==> config.mk <==
export PLATFORM = sky130hd
export DESIGN_NAME = clk_div_gen
export DESIGN_NICKNAME = d
export VERILOG_FILES = /design/src/rtl/clk_div_gen.sv
export SDC_FILE = /design/constraint.sdc
export NUM_CORES = 1
export LEC_CHECK = 0
export ABC_AREA = 1
export CAP_MARGIN = 20
export CORE_UTILIZATION = 62
export DETAILED_ROUTE_END_ITERATION = 12
export GPL_TIMING_DRIVEN = 0
export PLACE_DENSITY = 0.91
export SLEW_MARGIN = 20
export SYNTH_ARGS = -nofsm -noshare
export SYNTH_HDL_FRONTEND = slang
export SYNTH_SLANG_ARGS = --single-unit
==> constraint.sdc <==
create_clock -name clk -period 4.7 [get_ports clk]
set_clock_uncertainty 0.1 [all_clocks]
set_input_delay 0.705 -clock clk [delete_from_list [all_inputs] [get_ports clk]]
set_output_delay 0.705 -clock clk [all_outputs]
set_load 0.005 [all_outputs]
==> src/rtl/clk_div_gen.sv <==
`default_nettype none
`timescale 1ns/1ps
// ============================================================================
//  Module   : clk_div_gen
//  Purpose  : Multi-channel clock-enable / divided-clock generator with a lock
//             sequencer that holds a downstream synchronous reset until the
//             clock tree is considered stable.
//  Ports    : clk      - PLL output clock, all logic on its rising edge
//             reset    - asynchronous active-high reset
//             div      - per-channel divisor, channel i at [i*DIV_WIDTH +: DIV_WIDTH]
//             resync   - one-cycle pulse, phase-aligns all channels
//             ce       - per-channel one-cycle clock-enable strobe
//             clk_div  - per-channel divided square wave (fabric signal)
//             locked   - high once the lock count has elapsed
//             rst_out  - synchronous active-high reset for downstream logic
//  Revision : 1.0 - initial release
// ============================================================================
module clk_div_gen #(
  parameter int NUM_CH      = 2,
  parameter int DIV_WIDTH   = 8,
  parameter int LOCK_CYCLES = 16
) (
  input  logic                          clk,
  input  logic                          reset,
  input  logic [NUM_CH*DIV_WIDTH-1:0]   div,
  input  logic                          resync,
  output logic [NUM_CH-1:0]             ce,
  output logic [NUM_CH-1:0]             clk_div,
  output logic                          locked,
  output logic                          rst_out
);

  localparam int                c_lcnt_w   = $clog2(LOCK_CYCLES + 1);
  localparam logic [c_lcnt_w-1:0] c_lock_max = c_lcnt_w'(LOCK_CYCLES);

  // --------------------------------------------------------------------------
  // Divider channels
  // --------------------------------------------------------------------------
  for (genvar i = 0; i < NUM_CH; i++) begin : g_ch
    logic [DIV_WIDTH-1:0] r_cnt;
    logic [DIV_WIDTH-1:0] r_d_act;
    logic [DIV_WIDTH-1:0] w_div;
    logic                 w_bypass;
    logic                 w_wrap;

    assign w_div    = div[i*DIV_WIDTH +: DIV_WIDTH];
    // Divisors 0 and 1 both mean "no division": strobe every cycle.
    assign w_bypass = (r_d_act <= DIV_WIDTH'(1));
    assign w_wrap   = (r_cnt == (r_d_act - DIV_WIDTH'(1)));

    // The divisor is only sampled at a period boundary (or every cycle in
    // bypass), so a running period always finishes with the old divisor and
    // no short pulse can appear on ce/clk_div.
    always_ff @(posedge clk or posedge reset) begin
      if (reset) begin
        r_cnt   <= '0;
        r_d_act <= '0;
      end else if (resync || w_bypass || w_wrap) begin
        r_cnt   <= '0;
        r_d_act <= w_div;
      end else begin
        r_cnt   <= r_cnt + DIV_WIDTH'(1);
      end
    end

    // Outputs decode channel registers only.
    assign ce[i]      = w_bypass | w_wrap;
    assign clk_div[i] = ~w_bypass & (r_cnt < (r_d_act >> 1));
  end : g_ch

  // --------------------------------------------------------------------------
  // Lock sequencer
  // --------------------------------------------------------------------------
  logic [c_lcnt_w-1:0] r_lcnt;
  logic [c_lcnt_w-1:0] w_lcnt_next;
  logic                r_locked;
  logic                r_rst_out;

  assign w_lcnt_next = (r_lcnt == c_lock_max) ? r_lcnt : (r_lcnt + c_lcnt_w'(1));

  // locked and rst_out are registered from the next count so both change on
  // the very edge at which the count reaches LOCK_CYCLES.
  always_ff @(posedge clk or posedge reset) begin
    if (reset) begin
      r_lcnt    <= '0;
      r_locked  <= 1'b0;
      r_rst_out <= 1'b1;
    end else begin
      r_lcnt    <= w_lcnt_next;
      r_locked  <= (w_lcnt_next == c_lock_max);
      r_rst_out <= ~(w_lcnt_next == c_lock_max);
    end
  end

  assign locked  = r_locked;
  assign rst_out = r_rst_out;

endmodule : clk_div_gen
`default_nettype wire
==> results of run 1 <==
[final timing paths]
path,startpoint,end,slack (ns)
setup / recovery,g_ch[0].r_d_act[0]$_DFFE_PP0P_,ce[0],1.31
max in group asynchronous,reset,g_ch[0].r_d_act[5]$_DFFE_PP0P_,3.41
hold reg to reg,g_ch[1].r_cnt[0]$_DFF_PP0_,g_ch[1].r_cnt[0]$_DFF_PP0_,0.44
setup reg to reg,g_ch[1].r_d_act[0]$_DFFE_PP0P_,g_ch[1].r_d_act[2]$_DFFE_PP0P_,2.60
hold / removal,g_ch[1].r_cnt[0]$_DFF_PP0_,g_ch[1].r_cnt[0]$_DFF_PP0_,0.44
min in group asynchronous,reset,locked$_DFF_PP0_,0.64
[layer usage]
layer	vias to the layer above	track usage	wire, um
met5	-	0	0
met4	0	0.141	122
met3	13	0.0569	145
met2	41	0.506	2810
met1	1031	0.310	2340
li1	1116	-	-
[area by class of cell]
type	instances	area (sq um)
clock inverters	3	67.6
clock buffers	5	68.8
plain buffers	5	42.5
multi-input cells	241	1380
flip-flops and latches	39	977
inverters	45	169
fillers	294	961
repair buffers	25	268
well taps	50	62.6
[stage by stage]
stage / util / hold slack [ns] / instances
floorplan: - / 0.379 / 330
global placement: 0.719 / 0.405 / 404
detailed placement: 0.726 / 0.414 / 405
CTS: 0.760 / 0.435 / 413
global route: 0.760 / 0.475 / 413
finish: 0.760 / 0.436 / 413
[sequential cells by signal (all words and copies together) (netlist names)]
name	cells
g_ch.r_d_act	16
rst_out	1
locked	1
g_ch.r_cnt	16
r_lcnt	5
[power breakdown]
part | leakage, nW | internal [W] | total, W | switching (W)
logic | 0.987 | 0.0000924 | 0.000206 | 0.000114
registers | 0.497 | 0.000358 | 0.000390 | 0.0000329
clock network | 0.0644 | 0.000212 | 0.000332 | 0.000120
total | 1.55 | 0.000662 | 0.000928 | 0.000267
[critical path: cells and delay by family, from the launching register on]
family | cells | cell delay (ns)
adders and majority gates | 1 | 0.28
DFF | 1 | 0.43
and+or+nand+nor | 5 | 0.51
xor gates and xnor gates | 1 | 0.15
buffers and inverters | 4 | 0.91
[cell usage in the layout, fill, tap and decap left out, types with 3 or more instances in the layout]
master,Yosys,layout
sky130_fd_sc_hd__ha_1,20,20
sky130_fd_sc_hd__clkdlybuf4s50_1,0,24
sky130_fd_sc_hd__inv_1,42,41
sky130_fd_sc_hd__dfrtp_1,38,38
sky130_fd_sc_hd__clkbuf_8,0,5
sky130_fd_sc_hd__xnor2_1,11,11
sky130_fd_sc_hd__nand3_1,36,36
sky130_fd_sc_hd__inv_2,3,4
sky130_fd_sc_hd__nor3_1,6,6
sky130_fd_sc_hd__nor2_2,7,7
sky130_fd_sc_hd__xor2_1,12,12
sky130_fd_sc_hd__or2_2,3,3
sky130_fd_sc_hd__nor2_1,34,34
sky130_fd_sc_hd__o21ai_0,6,6
sky130_fd_sc_hd__nand2_1,76,76
sky130_fd_sc_hd__a21oi_1,6,6
sky130_fd_sc_hd__nand4_1,6,6
[kinds of logic after synthesis]
family,count (synthesis)
and+or+nand+nor,176
adders and majority gates,20
AOI/OAI and AO/OA,22
DFF,39
buffers and inverters,50
xor gates and xnor gates,23
==> flow_summary.ini, run 1 <==
[floorplanning]
floorplan.die.height_um = 66.4
initial_core_utilization = 0.643
dieArea_sq_um = 4410
core_area_sq_um = 4000
placement_rows = 23
io-pin-count = 25
die_x_um = 66.4

[run]
timing.max_cap.violations = 0

[yosys]
synthTopCellsByCount = sky130_fd_sc_hd__nand2_1 (76), sky130_fd_sc_hd__inv_1 (42), sky130_fd_sc_hd__dfrtp_1 (38), sky130_fd_sc_hd__nand3_1 (36), sky130_fd_sc_hd__nor2_1 (34)
count_of_synthesis_stage_warnings_from_yosys = 0
simple_gate_share_of_the_synthesized_area = 0.308
top_flip_flop_cell_by_instance_count_after_synthesis = sky130_fd_sc_hd__dfrtp_1
asyncSetResetFlopFracSynth = 1.00
postSynthRegisterBits = 39
mappedNetlistNets = 369
synth_top_area_cell = sky130_fd_sc_hd__dfrtp_1
synth_compound_area_frac = 0.0545
synth.distinct_cells = 31
largest_family_of_logic_cells_by_synthesized_area = simple AND/OR/NAND/NOR gates
syn_area_per_cell_sq_um = 7.80
synth_top_area_frac = 0.370
synth.top_cells.by_area = sky130_fd_sc_hd__dfrtp_1 (37%), sky130_fd_sc_hd__nand2_1 (11%), sky130_fd_sc_hd__ha_1 (9.7%)
synth-xor-area-share = 0.0783
top_count_cell_post_synth = sky130_fd_sc_hd__nand2_1
synth.cell_area_sq_um = 2570
synth_adder_area_share = 0.0973
synth.area.mux_share = 0
ys_seq_area_frac = 0.380
synth_enable_flop_cells = 0
synth_cells = 330

[timing]
relSlewSlack = 0.689
setup-violations-final = 0
layout_setup_ws_ns = 1.31
final_critical_period_ns = 3.39
post-route-period-util = 0.721
max_freq_mhz = 295
setup_tns_ns = 0
rsz0062_at_grt = no
finalMaxSlewViolations = 0
timing_worst_slew_pin_value_ns = 0.466
final_hold_viol_count = 0

[setup_path]
crit_path_cell_chain = inv_1 -> ha_1 -> nand2_1 -> nor2_1 -> xor2_1 -> nand2_1 -> inv_1 -> nand3_2 -> buf_4 -> nand2_1 -> clkdlybuf4s50_1
critical_path_arrival_ns = 2.58
cp-start-kind = register
critPathSlowestCell = sky130_fd_sc_hd__clkdlybuf4s50_1
setup.worst_path.end_class = output pin
timing.critical_path.fanout_max = 10
timing.critical_path.slowest_cell_delay_ns = 0.49
r2r_cells = 9
cp.required_ns = 3.89
worst_path_most_repeated_cell = sky130_fd_sc_hd__nand2_1
crit_type = register to output pin

[detailed_routing]
route.final.wire_length_mm = 5.42
detail_route.iter0.violations = 96
drt_drc_violations_left = 0
vias = 2201
routed_wire_length_per_instance_um = 13.1
drtPass1Iterations = 4
final_antenna_net_count = 0
avgViaCountPerCell = 5.33

[run_status]
status = finished, final reports clean

[clocking]
clockBufferDepth = 2
cts_htree_levels = 2
tritoncts = done
clock-root-buffer = sky130_fd_sc_hd__clkbuf_8
cts_repair_resize_count = 0
post_cts_hold_buffer_count = 0
cts_buf_count = 5
path_clk_slew_ns = 0.08
worst_skew_pair.late_latency_ns = 0.30
numClockSinks = 39
cts_setup_buffers = 0

[pwr]
power_density_nw_per_um2 = 305
ir_worst_vdd_mv = 0.223
leakage_power_of_the_design_nw = 1.55
overall_power_w = 0.000928

[min_path]
hold-path-cell-count = 1
min-delay-path-class = register to register

[grt]
total_overflow_reported_by_the_global_router = 0
grt_start_max_net_pins = 24
groute.usage.overall = 0.281
antenna_found_initial = 0
global_route_wire_length_before_repair_mm = 9.19
first_global_vias = 2154

[layout]
finish.net_count = 401
flow.area_growth_from_synthesis_pct = 18.1
num_antenna_cells = 0
final_cell_area_sq_um = 3040
post_route_cells_drive_above_1_share = 0.0937

[placed_design]
gpl.final_weighted_congestion = 0.877
pre_cts_slack_ns = 1.65
detailed_place_hpwl_mm = 4.05
buffer_ports.inserted = 24
placed_cell_area_sq_um = 2900
Note: power is estimated with default switching activity, not from simulation.
==> run 2, diff against run 1 <==
Settings changed: CORE_UTILIZATION 62 to 57, PLACE_DENSITY 0.91 to 0.85.
Clock period 4.7 ns to 3.39 ns, I/O delays scaled along.
==> flow_summary.ini, run 2 (synthesis results as in run 1) <==
[pwr]
ir_worst_vdd_mv = 0.258
leakage_power_of_the_design_nw = 1.54
overall_power_w = 0.00121
power_density_nw_per_um2 = 403

[setup_path]
cp.required_ns = 2.78
crit_path_cell_chain = inv_1 -> ha_1 -> nand2_1 -> nor2_1 -> xor2_1 -> nand2_1 -> inv_1 -> nand3_2 -> buf_4 -> nand2_1 -> clkdlybuf4s50_1
critical_path_arrival_ns = 2.56
timing.critical_path.fanout_max = 10
cp_num_buf_inv = 4
cp-start-kind = register
critPathSlowestCell = sky130_fd_sc_hd__clkdlybuf4s50_1
worst_path_most_repeated_cell = sky130_fd_sc_hd__nand2_1
crit_type = register to output pin
critical-path-top-delay-family = buffers and inverters
setup.worst_path.end_class = output pin
timing.critical_path.slowest_cell_delay_ns = 0.49

[grt]
first_global_vias = 2212
grt_util_met2 = 0.457
busiest_layer = met2
global_route_wire_length_before_repair_mm = 9.67
groute.usage.overall = 0.253
use_met3 = 0.0407
antenna_found_initial = 0
total_overflow_reported_by_the_global_router = 0
grt_start_max_net_pins = 37
globalRouteMet1Util = 0.298

[timing]
setup-violations-final = 0
final_hold_viol_count = 0
timing_worst_slew_pin_value_ns = 0.512
rsz0062_at_grt = no
finalMaxSlewViolations = 0
relSlewSlack = 0.658
worst_hold_slack_ns = 0.288
final_critical_period_ns = 3.17
max_freq_mhz = 315
setup_tns_ns = 0
post-route-period-util = 0.935

[clocking]
cts_buf_count = 5
worst_skew_pair.late_latency_ns = 0.30
clock-root-buffer = sky130_fd_sc_hd__clkbuf_8
clockBufferDepth = 2
post_cts_hold_buffer_count = 0
cts_repair_resize_count = 0
numClockSinks = 39
path_clk_slew_ns = 0.08
cts_htree_levels = 2
tritoncts = done
cts_setup_buffers = 0

[floorplanning]
io-pin-count = 25
placement_rows = 24
initial_core_utilization = 0.591
floorplan.die.height_um = 69.2
die_x_um = 69.2
core_area_sq_um = 4350
dieArea_sq_um = 4790

[detailed_routing]
route.final.wire_length_mm = 5.31
routed_wire_length_per_instance_um = 12.8
drt_drc_violations_left = 0
drtPass1Iterations = 4
vias = 2165
final_antenna_net_count = 0
avgViaCountPerCell = 5.22
detail_route.iter0.violations = 104

[placed_design]
detailed_place_hpwl_mm = 4.06
gpl.final_weighted_congestion = 0.913
placed_cells_incl_taps = 407
buffer_ports.inserted = 24

[layout]
num_antenna_cells = 0
flow.area_growth_from_synthesis_pct = 17.0
layout.cells.most_common_list = sky130_fd_sc_hd__nand2_1 (76), sky130_fd_sc_hd__inv_1 (41), sky130_fd_sc_hd__dfrtp_1 (38)
biggestRegsByFlops = g_ch.r_cnt x16, g_ch.r_d_act x16, r_lcnt x5
finish.net_count = 401
final_util = 0.691
post_route_cells_drive_above_1_share = 0.0937
layout.cells.most_common = sky130_fd_sc_hd__nand2_1
final-instance-count-excl-fill = 415

[run]
timing.max_cap.violations = 0

[min_path]
min-delay-path-class = input port to asynchronous set/reset pin

[run_status]
status = finished, final reports clean
==> run 2: per-layer routing <==
layer | routed length [um] | share of wire
met2 | 2780 | 0.52
met4 | 124 | 0.023
met5 | 0 | 0
met1 | 2260 | 0.43
met3 | 146 | 0.028
==> run 2: worst paths after layout <==
kind                       slack, ns  depth (start not counted)                            from                             end
setup / recovery                0.22                         11  g_ch[0].r_d_act[0]$_DFFE_PP0P_                           ce[0]
hold / removal                  0.29                          2                           reset             r_lcnt[0]$_DFF_PP0_
setup reg to reg                1.24                          9  g_ch[1].r_d_act[0]$_DFFE_PP0P_  g_ch[1].r_d_act[0]$_DFFE_PP0P_
hold reg to reg                 0.44                          1      g_ch[0].r_cnt[0]$_DFF_PP0_      g_ch[0].r_cnt[0]$_DFF_PP0_
max in group asynchronous       2.46                          3                           reset               rst_out$_DFF_PP1_
min in group clk                0.44                          1      g_ch[0].r_cnt[0]$_DFF_PP0_      g_ch[0].r_cnt[0]$_DFF_PP0_
==> run 2: layout make-up <==
type	instances	area, sq um
plain buffers	5	42.5
well taps	52	65.1
inverters	45	169
fillers	348	1340
clock buffers	5	68.8
repair buffers	25	260
multi-input cells	241	1380
clock inverters	3	43.8
flip-flops and latches	39	977
==> run 2: metrics by stage <==
step                      area (sq um)  setup slack [ns]
after floorplan                   2570              1.24
after global placement            2880             0.584
after detailed placement          2900             0.558
after CTS                         3010             0.219
after global routing              3010            0.0700
final                             3010             0.220
==> run 2: power by group <==
group          internal [W]  switching, W  leakage [nW]
clock network      0.000219      0.000173        0.0581
logic              0.000127      0.000154         0.983
registers          0.000496     0.0000453         0.497
total              0.000842      0.000372          1.54
==> run 3, diff against run 2 <==
Settings changed: RECOVER_POWER set to 50.
==> flow_summary.ini, run 3 (synthesis results as in run 1) <==
[run_status]
status = finished, violations left
violations = max-capacitance violations, max-slew violations

[setup_path]
crit_path_cell_chain = inv_1 -> ha_1 -> nand2_1 -> nor2_1 -> xor2_1 -> nand2_1 -> inv_1 -> nand3_2 -> buf_4 -> nand2_1 -> clkdlybuf4s50_1
r2r_cells = 9
cp_num_buf_inv = 4
worst_path_most_repeated_cell = sky130_fd_sc_hd__nand2_1
timing.critical_path.fanout_max = 10
timing.critical_path.slowest_cell_delay_ns = 0.49
critPathSlowestCell = sky130_fd_sc_hd__clkdlybuf4s50_1
crit_type = register to output pin
critical_path_arrival_ns = 2.56
critical-path-top-delay-family = buffers and inverters
critical_path.reg2reg.endpoint = g_ch[1].r_d_act[0]$_DFFE_PP0P_
critical_path_cell_count = 11
reg2reg_setup_slack_ns = 1.23
cp.required_ns = 2.78
r2r_start = g_ch[1].r_d_act[0]$_DFFE_PP0P_
cp-start-kind = register
setup.worst_path.end_class = output pin

[grt]
first_global_vias = 2212
antenna_found_initial = 0
busiest_layer = met2
groute.usage.overall = 0.253
use_met3 = 0.0407
grt_start_max_net_pins = 37
globalRouteMet1Util = 0.298
grt_util_met2 = 0.457
global_route_wire_length_before_repair_mm = 9.67
total_overflow_reported_by_the_global_router = 0

[clocking]
worst_skew_pair.late_latency_ns = 0.30
cts_buf_count = 5
path_clk_slew_ns = 0.08
clock-root-buffer = sky130_fd_sc_hd__clkbuf_8
cts_htree_levels = 2
cts_repair_resize_count = 0
clockBufferDepth = 2
tritoncts = done
numClockSinks = 39
cts_setup_buffers = 0
post_cts_hold_buffer_count = 0

[pwr]
power.combinational.fraction = 0.230
power_switching_w = 0.000374
power.share.switching = 0.308
overall_power_w = 0.00121
ir_worst_vdd_mv = 0.258
power_density_nw_per_um2 = 405
share_clk_of_total_power = 0.324
leakage_power_of_the_design_nw = 1.53
proportion_of_power_drawn_by_flip_flops_and_latches = 0.446
intPower_w = 0.000840

[timing]
setup-violations-final = 0
final_hold_viol_count = 0
timing_worst_slew_pin_value_ns = 1.88
post-route-period-util = 0.935
finalMaxSlewViolations = 37
max_freq_mhz = 316
layout_setup_ws_ns = 0.221
setup_tns_ns = 0
relSlewSlack = -0.253
rsz0062_at_grt = no
final_critical_period_ns = 3.17

[placed_design]
placed_cells_incl_taps = 407
pre_cts_slack_ns = 0.558
buffer_ports.inserted = 24
detailed_place_hpwl_mm = 4.06
gpl.final_weighted_congestion = 0.913

[floorplanning]
io-pin-count = 25
floorplan.die.height_um = 69.2
core_area_sq_um = 4350
die_x_um = 69.2
placement_rows = 24
dieArea_sq_um = 4790
initial_core_utilization = 0.591

[layout]
biggestRegsByFlops = g_ch.r_cnt x16, g_ch.r_d_act x16, r_lcnt x5
final.fill_count = 351
layout.cells.most_common = sky130_fd_sc_hd__nand2_1
finish.net_count = 401
num_antenna_cells = 0
flow.area_growth_from_synthesis_pct = 16.4
layout.cells.most_common_list = sky130_fd_sc_hd__nand2_1 (76), sky130_fd_sc_hd__inv_1 (42), sky130_fd_sc_hd__dfrtp_1 (38)
final-instance-count-excl-fill = 415
post_route_cells_drive_above_1_share = 0.0882

[detailed_routing]
avgViaCountPerCell = 5.25
route.final.wire_length_mm = 5.33
routed_wire_length_per_instance_um = 12.8
detail_route.iter0.violations = 105
vias = 2180
drt_drc_violations_left = 0
final_antenna_net_count = 0
drtPass1Iterations = 5

[min_path]
min-delay-path-class = input port to asynchronous set/reset pin

[run]
timing.max_cap.violations = 1
## run 3: worst reg2reg max path: cells and delay by family (launching register included)
family                   cells  cell delay, ns
AO/OA/AOI/OAI                1            0.25
adder cells (fa/ha/maj)      1            0.26
buffers and inverters        3            0.38
flip-flops                   1            0.41
AND/OR/NAND/NOR              4            0.66
## run 3: cell type report
cell class / count / area [sq um] / area share
Clock inverter: 3 / 43.8 / 0.0146
Sequential cell: 39 / 977 / 0.326
Multi-Input combinational cell: 241 / 1380 / 0.462
Timing Repair Buffer: 25 / 244 / 0.0815
Clock buffer: 5 / 68.8 / 0.0230
Buffer: 5 / 42.5 / 0.0142
Inverter: 45 / 169 / 0.0564
Tap cell: 52 / 65.1 / 0.0217
## run 3: worst max-delay path by stage
stage / slack [ns] / end / startpoint
6_report: 0.22 / ce[0] / g_ch[0].r_d_act[0]$_DFFE_PP0P_
5_1_grt: 0.07 / ce[0] / g_ch[0].r_d_act[0]$_DFFE_PP0P_
4_1_cts: 0.22 / ce[1] / g_ch[1].r_d_act[0]$_DFFE_PP0P_
3_5_place_dp: 0.56 / ce[0] / g_ch[0].r_d_act[0]$_DFFE_PP0P_
3_3_place_gp: 0.58 / ce[0] / g_ch[0].r_d_act[0]$_DFFE_PP0P_
2_1_floorplan: 1.24 / ce[0] / g_ch[0].r_d_act[0]$_DFFE_PP0P_
## run 3: routing by layer
layer  wire (um)  vias up
met2        2770       46
met1        2310     1007
met5           0        -
met4         124        0
met3         126       12
li1            -     1115
## run 3: power by group through the flow
stage / combinational, W / clock (W) / sequential [W]
2_1_floorplan: 0.000207 / 0 / 0.000537
3_3_place_gp: 0.000267 / 0 / 0.000548
3_5_place_dp: 0.000282 / 0 / 0.000550
4_1_cts: 0.000285 / 0.000397 / 0.000541
5_1_grt: 0.000321 / 0.000423 / 0.000548
6_report: 0.000279 / 0.000394 / 0.000541
## run 3: per-stage QoR
step                hold WS, ns  instance area, sq um   util
finish                    0.413                  2990  0.688
global route              0.425                  2990  0.688
CTS                       0.284                  3010  0.691
detailed placement        0.410                  2900  0.666
global placement          0.409                  2880  0.661
floorplan                 0.379                  2570      -
